===== config.mk =====
export PLATFORM = sky130hd
export DESIGN_NAME = btb_predictor
export DESIGN_NICKNAME = d
export VERILOG_FILES = /design/src/rtl/btb_predictor.sv
export SDC_FILE = /design/constraint.sdc
export NUM_CORES = 1
export LEC_CHECK = 0
export ABC_CLOCK_PERIOD_IN_PS = 12000
export CAP_MARGIN = 40
export CORE_ASPECT_RATIO = 0.6
export CORE_MARGIN = 2
export CORE_UTILIZATION = 40
export CTS_BUF_LIST = sky130_fd_sc_hd__clkbuf_8
export DETAILED_ROUTE_END_ITERATION = 10
export SLEW_MARGIN = 20
export SYNTH_ARGS = -nofsm -noshare
export SYNTH_HDL_FRONTEND = slang
export SYNTH_SLANG_ARGS = --single-unit

===== constraint.sdc =====
create_clock -name clk -period 12 [get_ports clk]
set_input_delay 1.2 -clock clk [delete_from_list [all_inputs] [get_ports clk]]
set_output_delay 1.2 -clock clk [all_outputs]
set_load 0.02 [all_outputs]

===== src/rtl/btb_predictor.sv =====
// Direct-mapped branch target buffer with a 2-bit saturating direction
// counter per entry. Lookup is combinational from the registered table so the
// fetch stage gets a prediction in the same cycle as the PC; the execute
// stage trains the table through a single update port.
module btb_predictor #(
  parameter int INDEX_BITS = 4
) (
  input  logic        clk,
  input  logic        rst,
  input  logic [31:0] pc,
  output logic        btb_pc_valid,
  output logic        btb_pc_predictTaken,
  output logic [31:0] btb_target_pc,
  input  logic        update_en,
  input  logic [31:0] update_pc,
  input  logic [31:0] update_target,
  input  logic        update_taken
);

  localparam int ENTRIES  = 2 ** INDEX_BITS;
  localparam int TAG_BITS = 30 - INDEX_BITS;

  // Counter encoding: 00 strong-NT, 01 weak-NT, 10 weak-T, 11 strong-T.
  localparam logic [1:0] CTR_RESET = 2'b01;
  localparam logic [1:0] CTR_ALLOC = 2'b10;

  // Saturating increment: never wraps past strong-taken.
  function automatic logic [1:0] ctr_inc(input logic [1:0] c);
    case (c)
      2'b11:   ctr_inc = 2'b11;
      default: ctr_inc = c + 2'b01;
    endcase
  endfunction

  // Saturating decrement: never wraps past strong-not-taken.
  function automatic logic [1:0] ctr_dec(input logic [1:0] c);
    case (c)
      2'b00:   ctr_dec = 2'b00;
      default: ctr_dec = c - 2'b01;
    endcase
  endfunction

  logic                valid_r  [ENTRIES];
  logic [TAG_BITS-1:0] tag_r    [ENTRIES];
  logic [31:0]         target_r [ENTRIES];
  logic [1:0]          ctr_r    [ENTRIES];

  logic [INDEX_BITS-1:0] lu_idx_s;
  logic [TAG_BITS-1:0]   lu_tag_s;
  logic                  lu_hit_s;
  logic [INDEX_BITS-1:0] up_idx_s;
  logic [TAG_BITS-1:0]   up_tag_s;
  logic                  up_hit_s;

  // The byte offset within a word never takes part in indexing or tagging.
  logic unused_offset_s;
  assign unused_offset_s = ^{pc[1:0], update_pc[1:0]};

  // Split both PCs into index/tag and resolve hits against the current table.
  always_comb begin
    lu_idx_s = pc[INDEX_BITS+1:2];
    lu_tag_s = pc[31:INDEX_BITS+2];
    up_idx_s = update_pc[INDEX_BITS+1:2];
    up_tag_s = update_pc[31:INDEX_BITS+2];
    lu_hit_s = valid_r[lu_idx_s] && (tag_r[lu_idx_s] == lu_tag_s);
    up_hit_s = valid_r[up_idx_s] && (tag_r[up_idx_s] == up_tag_s);
  end

  // Prediction outputs; a miss drives all-zero so next-PC select sees no X.
  always_comb begin
    btb_pc_valid        = 1'b0;
    btb_pc_predictTaken = 1'b0;
    btb_target_pc       = 32'h0000_0000;
    if (lu_hit_s) begin
      btb_pc_valid        = 1'b1;
      btb_pc_predictTaken = ctr_r[lu_idx_s][1];
      btb_target_pc       = target_r[lu_idx_s];
    end else begin
      btb_pc_valid        = 1'b0;
      btb_pc_predictTaken = 1'b0;
      btb_target_pc       = 32'h0000_0000;
    end
  end

  // Table training; reset wins over a same-cycle update, no read bypass.
  always_ff @(posedge clk) begin
    if (rst) begin
      for (int i = 0; i < ENTRIES; i++) begin
        valid_r[i]  <= 1'b0;
        tag_r[i]    <= '0;
        target_r[i] <= 32'h0000_0000;
        ctr_r[i]    <= CTR_RESET;
      end
    end else if (update_en) begin
      if (up_hit_s) begin
        if (update_taken) begin
          ctr_r[up_idx_s]    <= ctr_inc(ctr_r[up_idx_s]);
          target_r[up_idx_s] <= update_target;
        end else begin
          ctr_r[up_idx_s] <= ctr_dec(ctr_r[up_idx_s]);
        end
      end else if (update_taken) begin
        // Taken miss allocates, evicting whatever aliased into this index.
        valid_r[up_idx_s]  <= 1'b1;
        tag_r[up_idx_s]    <= up_tag_s;
        target_r[up_idx_s] <= update_target;
        ctr_r[up_idx_s]    <= CTR_ALLOC;
      end
    end
  end

endmodule

; Word level (Yosys, flattened, before mapping)
; Memory sizes are Yosys's and may differ from the RTL's.
; Index checks and enable logic that the tools add are counted.
[classes]
muxes = 44
reduce_logical = 7
add_sub_neg = 2
bitwise = 3
n_eq_ne = 3
[op_table]
columns = op, count
row1 = 32-bit two-way mux, 3
row2 = 26-bit equality test, 2
row3 = 32-bit OR reduction, 1
row4 = 2-bit two-way mux, 13
row5 = 26-bit two-way mux, 1
row6 = 26-bit OR reduction, 1
row7 = 1-bit two-way mux, 23
row8 = 4-bit two-way mux, 4
row9 = 1-bit bitwise OR, 3
row10 = "2-bit by 1-bit adder with 2-bit output, second input constant", 1
row11 = "2-bit equality test, second input constant", 1
row12 = 1-bit logical AND, 2
row13 = 2-bit zero test, 1
row14 = 2-bit OR reduction, 1
row15 = "2-bit by 1-bit subtractor with 2-bit output, second input constant", 1
row16 = 1-bit OR reduction, 1
[word_totals]
out_inout_bits = 34
ff_bits = 0
n_memories = 4
word_cells = 63
ram_bits = 976
[memory_table]
columns = memory, depth, width, read_ports, rd_clocked_by_memory_dff, wr, line
row1 = target_r, 16, 32, 1, 0, 16, 45  ; logic [31:0] target_r [ENTRIES];
row2 = tag_r, 16, 26, 2, 0, 16, 44  ; logic [TAG_BITS-1:0] tag_r [ENTRIES];
row3 = ctr_r, 16, 2, 2, 0, 16, 46  ; logic [1:0] ctr_r [ENTRIES];
row4 = valid_r, 16, 1, 2, 0, 16, 43  ; logic valid_r [ENTRIES];

; Longest topological paths before layout
; Gate-level depths: netlist of run 1.
; An unclocked memory read counts as a cell.
[depth]
depth_word = 11
ltp_mapped = 16
depth_no_buf = 9

; Worst setup path before layout of run 1
; Ideal clock, no wire load.
[synth_path]
path_kind = input to register
startpoint = input update_pc[4]
endpoint = memory target_r[4][0] (enable)
path_slack_ns = 6.050
path_stages = 10
arrival_ns = 5.484
n_path_buf = 6
required_time_ns = 11.534
path_cell_list = buf_2 > buf_2 > buf_2 > buf_2 > buf_1 > nand2_1 > nor2_1 > nand2_1 > clkbuf_1 > o21ai_0
[synth_lines]
columns = item, line
row1 = from (decl), 15  ; input logic [31:0] update_pc,
row2 = to (decl), 45

; Final worst setup path of run 1
[layout_path]
startpoint = input pc[2]
endpoint = output btb_target_pc[10]
[layout_between]
elab_chain_len = 4
[layout_lines]
columns = item, line
row1 = from (decl), 10  ; input logic [31:0] pc,
row2 = memory read 16 x 26 bit, --
row3 = 26-bit equality test, 65  ; lu_hit_s = valid_r[lu_idx_s] && (tag_r[lu_idx_s] == lu_tag_s);
row4 = 1-bit logical AND, 65
row5 = 32-bit two-way mux (*), 74  ; if (lu_hit_s) begin
row6 = to (decl), 13  ; output logic [31:0] btb_target_pc,
; Every way passes the cells marked *; elsewhere a longest branch is shown, timed or not.

==> flow_summary.ini, run 1 <==
[timing]
finalCriticalPeriod_ps = 7090
hold_violations = 0
timing.final.max_slew_violations = 0
maxSlewHeadroom = 0.236
fmax_mhz = 141
clock_skew_ps = 44.5
finalCritPeriodShare = 0.591
setup_violations = 0
worst-slew-pin-transition_ps = 1150
fin_setup_tns_ps = 0
grt_setup_unrepaired = false

[logic_synthesis]
synth-compound-area-share = 0.0171
async_flop_share = 0
synth-xor-area-share = 0.0123
synthTopCellsByArea = edfxtp_1 (59%), mux4_2 (18%), and2_1 (12%)
yosysUniqueCellTypes = 54
yosys_warnings = 0
synth.area.mux_share = 0.198
synthCells = 3095
syn_area_um2 = 48600
synth_edf_count = 960
synth_fa_ha_area_frac = 0
avgSynthCellArea_um2 = 15.7
synth_top_area_cell = edfxtp_1
ys_seq_elements = 976
synth_top_family_by_area = multiplexers
synthFlopType = edfxtp_1
synth_common_cells = edfxtp_1 (960), and2_1 (914), mux4_2 (384)
yosysMostFrequentCell = edfxtp_1
synth_fp_nets = 3195
synth_top_area_frac = 0.593
synth-seq-area-share = 0.600
yosys.area_share.simple = 0.145

[clocking]
htreeDepth = 4
cts_root_buffer = clkbuf_8
cts_tree = done
clk_latency_ps = 890
cts_sinks = 976
cts.repair.resized = 0
clock_path_buffers = 3
cts_buffers = 152
clkTransAtPathRegs_ps = 60
cts_setup_buffers = 0
hold_buffers = 0

[route]
via_per_inst = 5.90
num_vias = 29000
drt_wl_total_um = 150000
wire_per_inst_um = 30.5
drc = 0
drt_iter0_drc = 4175
postRouteAntennaNets = 0
dr.pass1.iters = 5

[floorplan]
num_rows = 98
start_util = 0.406
ioPinCount = 134
core_um2 = 120000
chipHeight_um = 274
die_x_um = 454
die-area_um2 = 124000

[final_layout]
final_util = 0.458
drive_above_1_share = 0.238
layout.nets = 3289
fill_cells = 10300
syn_to_final_growth_pct = 13.0

[pwr]
ir_worst_vdd_v = 0.0000992
powerDensity_nw_per_um2 = 135
leakagePower_nw = 18.8

[critical_path]
end_kind = output port
start_kind = input port
critPathArrivalTime_ps = 5890
cpPeakStageDelay_ps = 610
crit_fanout = 57
critPathKind = in -> out
crit_chain = buf_8 -> buf_4 -> buf_16 -> mux4_2 -> mux4_2 -> xnor2_1 -> nand4_1 -> nor4_2 -> buf_4 -> and3_1 -> clkdlybuf4s50_1
cp_data_required_time_ps = 10800
crit_slowest_cell = clkdlybuf4s50_1

[global_route]
grtUsageTotal = 0.242
antenna_found_initial = 25
grt_first_pass_wirelength_um = 213000
grt_pass1_vias = 29900
grt_start_max_net_pins = 102
grt_overflow = 0

[placed_design]
port_buffers = 129
gp_congestion = 0.855
hpwl_um = 87400

[run_status]
outcome = finished, final reports clean

[hold_path]
hp-class = reg -> reg

[job]
max_cap_viol_count = 0
==> layout make-up <==
class,count,area (µm²),area share
Sequential cell,976,29100,0.531
Multi-Input combinational cell,1815,18500,0.337
Tap cell,1600,2000,0.0365
Clock buffer,153,2110,0.0384
Clock inverter,112,541,0.00985
Antenna cell,15,37.5,0.000684
Inverter,5,18.8,0.000342
Timing Repair Buffer,239,2560,0.0467
==> worst max-delay path, delay by kind of cell <==
| family | cells | cell delay, ps |
|---|---|---|
| buffers and inverters | 5 | 2100 |
| multiplexers | 2 | 1090 |
| AND/OR/NAND/NOR | 3 | 960 |
| XOR/XNOR | 1 | 450 |
==> power breakdown <==
group          internal, mW  leakage (nW)  total (mW)  switching, mW
Combinational         0.343          8.05       0.795          0.452
Clock                  1.20          1.52        2.60           1.40
Sequential             3.92          9.23        3.99         0.0707
==> cell families after synthesis <==
group                  Yosys count
AND/OR/NAND/NOR               1156
flip-flops                     976
multiplexers                   476
buffers and inverters          304
AO/OA/AOI/OAI                  115
XOR/XNOR                        68
==> state kept, by name (all words and copies together), names as in the netlist <==
signal,count
ctr_r,32
tag_r,416
target_r,512
valid_r,16
==> stage by stage <==
stage               power [mW]  setup slack, ps  hold WS, ps  std cells  instance area, µm²
global route              7.62             4650          501       4907               54900
finish                    7.39             4910          485       4915               54900
detailed placement        4.84             4640          465       4629               52100
floorplan                 4.53             6050          438       3095               48600
global placement          4.81             4540          454       4604               51600
CTS                       7.42             4630          481       4894               54800
==> path summary, 6_finish.rpt <==
check               startpoint                 to  slack [ps]  cells after the start
setup reg to reg  tag_r[11][7]        tag_r[7][1]        7070                     10
hold reg to reg     valid_r[4]         valid_r[4]         490                      1
setup / recovery         pc[2]  btb_target_pc[10]        4910                     11
hold / removal      valid_r[4]         valid_r[4]         490                      1
==> routing by layer <==
| metal | wire (µm) | track usage |
|---|---|---|
| met5 | 36 | 0 |
| met4 | 2990 | 0.0680 |
| met1 | 61800 | 0.339 |
| met2 | 67400 | 0.362 |
| met3 | 17400 | 0.0779 |
==> cells in the final DEF, fill, tap and decap left out, types with 14 or more instances in the layout <==
cell,Yosys,layout
mux2i_1,65,65
o21ai_4,0,16
and2_1,914,914
edfxtp_1,960,960
nand3_1,21,21
mux2_2,26,26
nor2_1,46,30
and3_1,35,35
o21bai_1,14,14
nor4_1,19,18
clkbuf_8,0,153
nor2_4,0,16
buf_16,0,15
inv_1,5,48
buf_4,15,82
xor2_1,25,25
a221oi_1,14,14
or2_2,17,16
a21o_1,16,16
nand2_1,43,43
dfxtp_1,16,16
diode_2,0,15
clkdlybuf4s50_1,0,121
clkinv_1,0,43
xnor2_1,43,43
mux4_2,384,384
Power figures use the tool's default switching activity.
==> run 2: changes to the inputs <==
--- a/config.mk
+++ b/config.mk
@@ -5,7 +5,7 @@
 export SDC_FILE = /design/constraint.sdc
 export NUM_CORES = 1
 export LEC_CHECK = 0
-export ABC_CLOCK_PERIOD_IN_PS = 12000
+export ABC_CLOCK_PERIOD_IN_PS = 6000
 export CAP_MARGIN = 40
 export CORE_ASPECT_RATIO = 0.6
 export CORE_MARGIN = 2
==> constraint.sdc (replaced) <==
create_clock -name clk -period 6 [get_ports clk]
set_input_delay 0.6 -clock clk [delete_from_list [all_inputs] [get_ports clk]]
set_output_delay 0.6 -clock clk [all_outputs]
set_load 0.02 [all_outputs]
==> run 2 against run 1 <==
Net effect:
- via count up 2.1%
- critical path depth down 3
- final area up 1.1%
- largest power group unchanged
==> flow_summary.ini, run 2 (synthesized netlist as in run 1, its figures left out) <==
[run_status]
outcome = finished, final reports clean

[critical_path]
critPathArrivalTime_ps = 4790
crit_fanout = 32
start_kind = register
cp_data_required_time_ps = 5400
end_kind = output port
critPathKind = reg -> out

[global_route]
grt_pass1_vias = 29900
grt_overflow = 0
grt_first_pass_wirelength_um = 217000
grt_start_max_net_pins = 129
grtUsageTotal = 0.247
antenna_found_initial = 26

[timing]
clock_skew_ps = 50.1
finalCritPeriodShare = 0.898
timing.final.max_slew_violations = 0
hold_slack_ps = 474
fin_setup_tns_ps = 0
maxSlewHeadroom = 0.257
finalCriticalPeriod_ps = 5390
fmax_mhz = 186
grt_setup_unrepaired = false
worst-slew-pin-transition_ps = 1110
hold_violations = 0
worst_slack_ps = 609
setup_violations = 0

[route]
postRouteAntennaNets = 0
drt_wl_total_um = 153000
dr.pass1.iters = 5
drt_iter0_drc = 4407
drc = 0
wire_per_inst_um = 30.9
num_vias = 29600
via_per_inst = 5.97

[clocking]
cts_setup_buffers = 0
hold_buffers = 0
cts_buffers = 151
cts_root_buffer = clkbuf_8
cts_tree = done
clkTransAtPathRegs_ps = 60
cts.repair.resized = 0
clk_latency_ps = 870
cts_sinks = 976
htreeDepth = 4
clock_path_buffers = 3

[final_layout]
layout_common_cells = edfxtp_1 (960), and2_1 (914), mux4_2 (384)
reg_top3 = target_r x512, tag_r x416, ctr_r x32
drive_above_1_share = 0.253
largest_register_ffs = 512
regMostFlops = target_r
final_common_cell = edfxtp_1
fin_cells = 4962
layout.nets = 3334
final_util = 0.463
syn_to_final_growth_pct = 14.2

[floorplan]
die-area_um2 = 124000
chipHeight_um = 274
core_um2 = 120000
start_util = 0.406
num_rows = 98
ioPinCount = 134
die_x_um = 454

[hold_path]
hp-class = reg -> reg

[pwr]
powerDensity_nw_per_um2 = 270
ir_worst_vdd_v = 0.000205
leakagePower_nw = 19.1

[placed_design]
dp_slack_ps = 693
hpwl_um = 92900
gp_congestion = 0.882
dp.cells = 4678
port_buffers = 129

[job]
max_cap_viol_count = 0
-- run 2: changes by cell type in the layout (fill, tap and decap cells not counted), sizes merged --
cell / before / now
buf: 115 / 164
inv: 61 / 44
clkinv: 55 / 65
bufinv: 0 / 3
clkbuf: 156 / 158
clkinvlp: 1 / 3
diode: 15 / 13
-- run 2: cell type report --
cell class	instances	area, µm²
Timing Repair Buffer	285	3060
Sequential cell	976	29100
Fill cell	10100	64300
Inverter	5	18.8
Clock inverter	110	599
Multi-Input combinational cell	1815	18500
Tap cell	1600	2000
Antenna cell	13	32.5
Clock buffer	158	2170
-- run 2: metal layers --
metal / global-route usage / share of wire / up-vias
met3: 0.0725 / 0.12 / 272
met5: 0 / 0.00040 / -
met4: 0.0686 / 0.024 / 10
li1: - / - / 12000
met2: 0.349 / 0.43 / 1898
met1: 0.369 / 0.43 / 15400
-- run 2: power breakdown --
group | switching [mW] | internal [mW] | leakage, nW
Sequential | 0.142 | 7.84 | 9.23
Combinational | 0.938 | 0.720 | 8.34
Clock | 2.75 | 2.59 | 1.56
Total | 3.83 | 11.1 | 19.1
-- run 2: worst paths after layout --
check | startpoint | endpoint | slack, ps | cells past startpoint
min | valid_r[15] | valid_r[15] | 470 | 1
max | tag_r[2][1] | btb_target_pc[10] | 610 | 8
max reg2reg | tag_r[11][2] | tag_r[4][1] | 1620 | 11
min reg2reg | valid_r[15] | valid_r[15] | 470 | 1
-- run 2: worst max-delay path, cell delays in order (launching register included) --
cell	delay, ps
edfxtp_1	410
mux4_2	500
mux4_2	480
xnor2_1	550
nand4_1	300
nor4_2	560
buf_12	270
and3_1	210
clkdlybuf4s50_1	620
-- run 2: metrics by stage --
step / instance area, µm² / power (mW)
floorplan: 48600 / 9.05
global placement: 52200 / 9.68
detailed placement: 52600 / 9.75
CTS: 55400 / 15.0
global route: 55500 / 15.4
finish: 55500 / 15.0
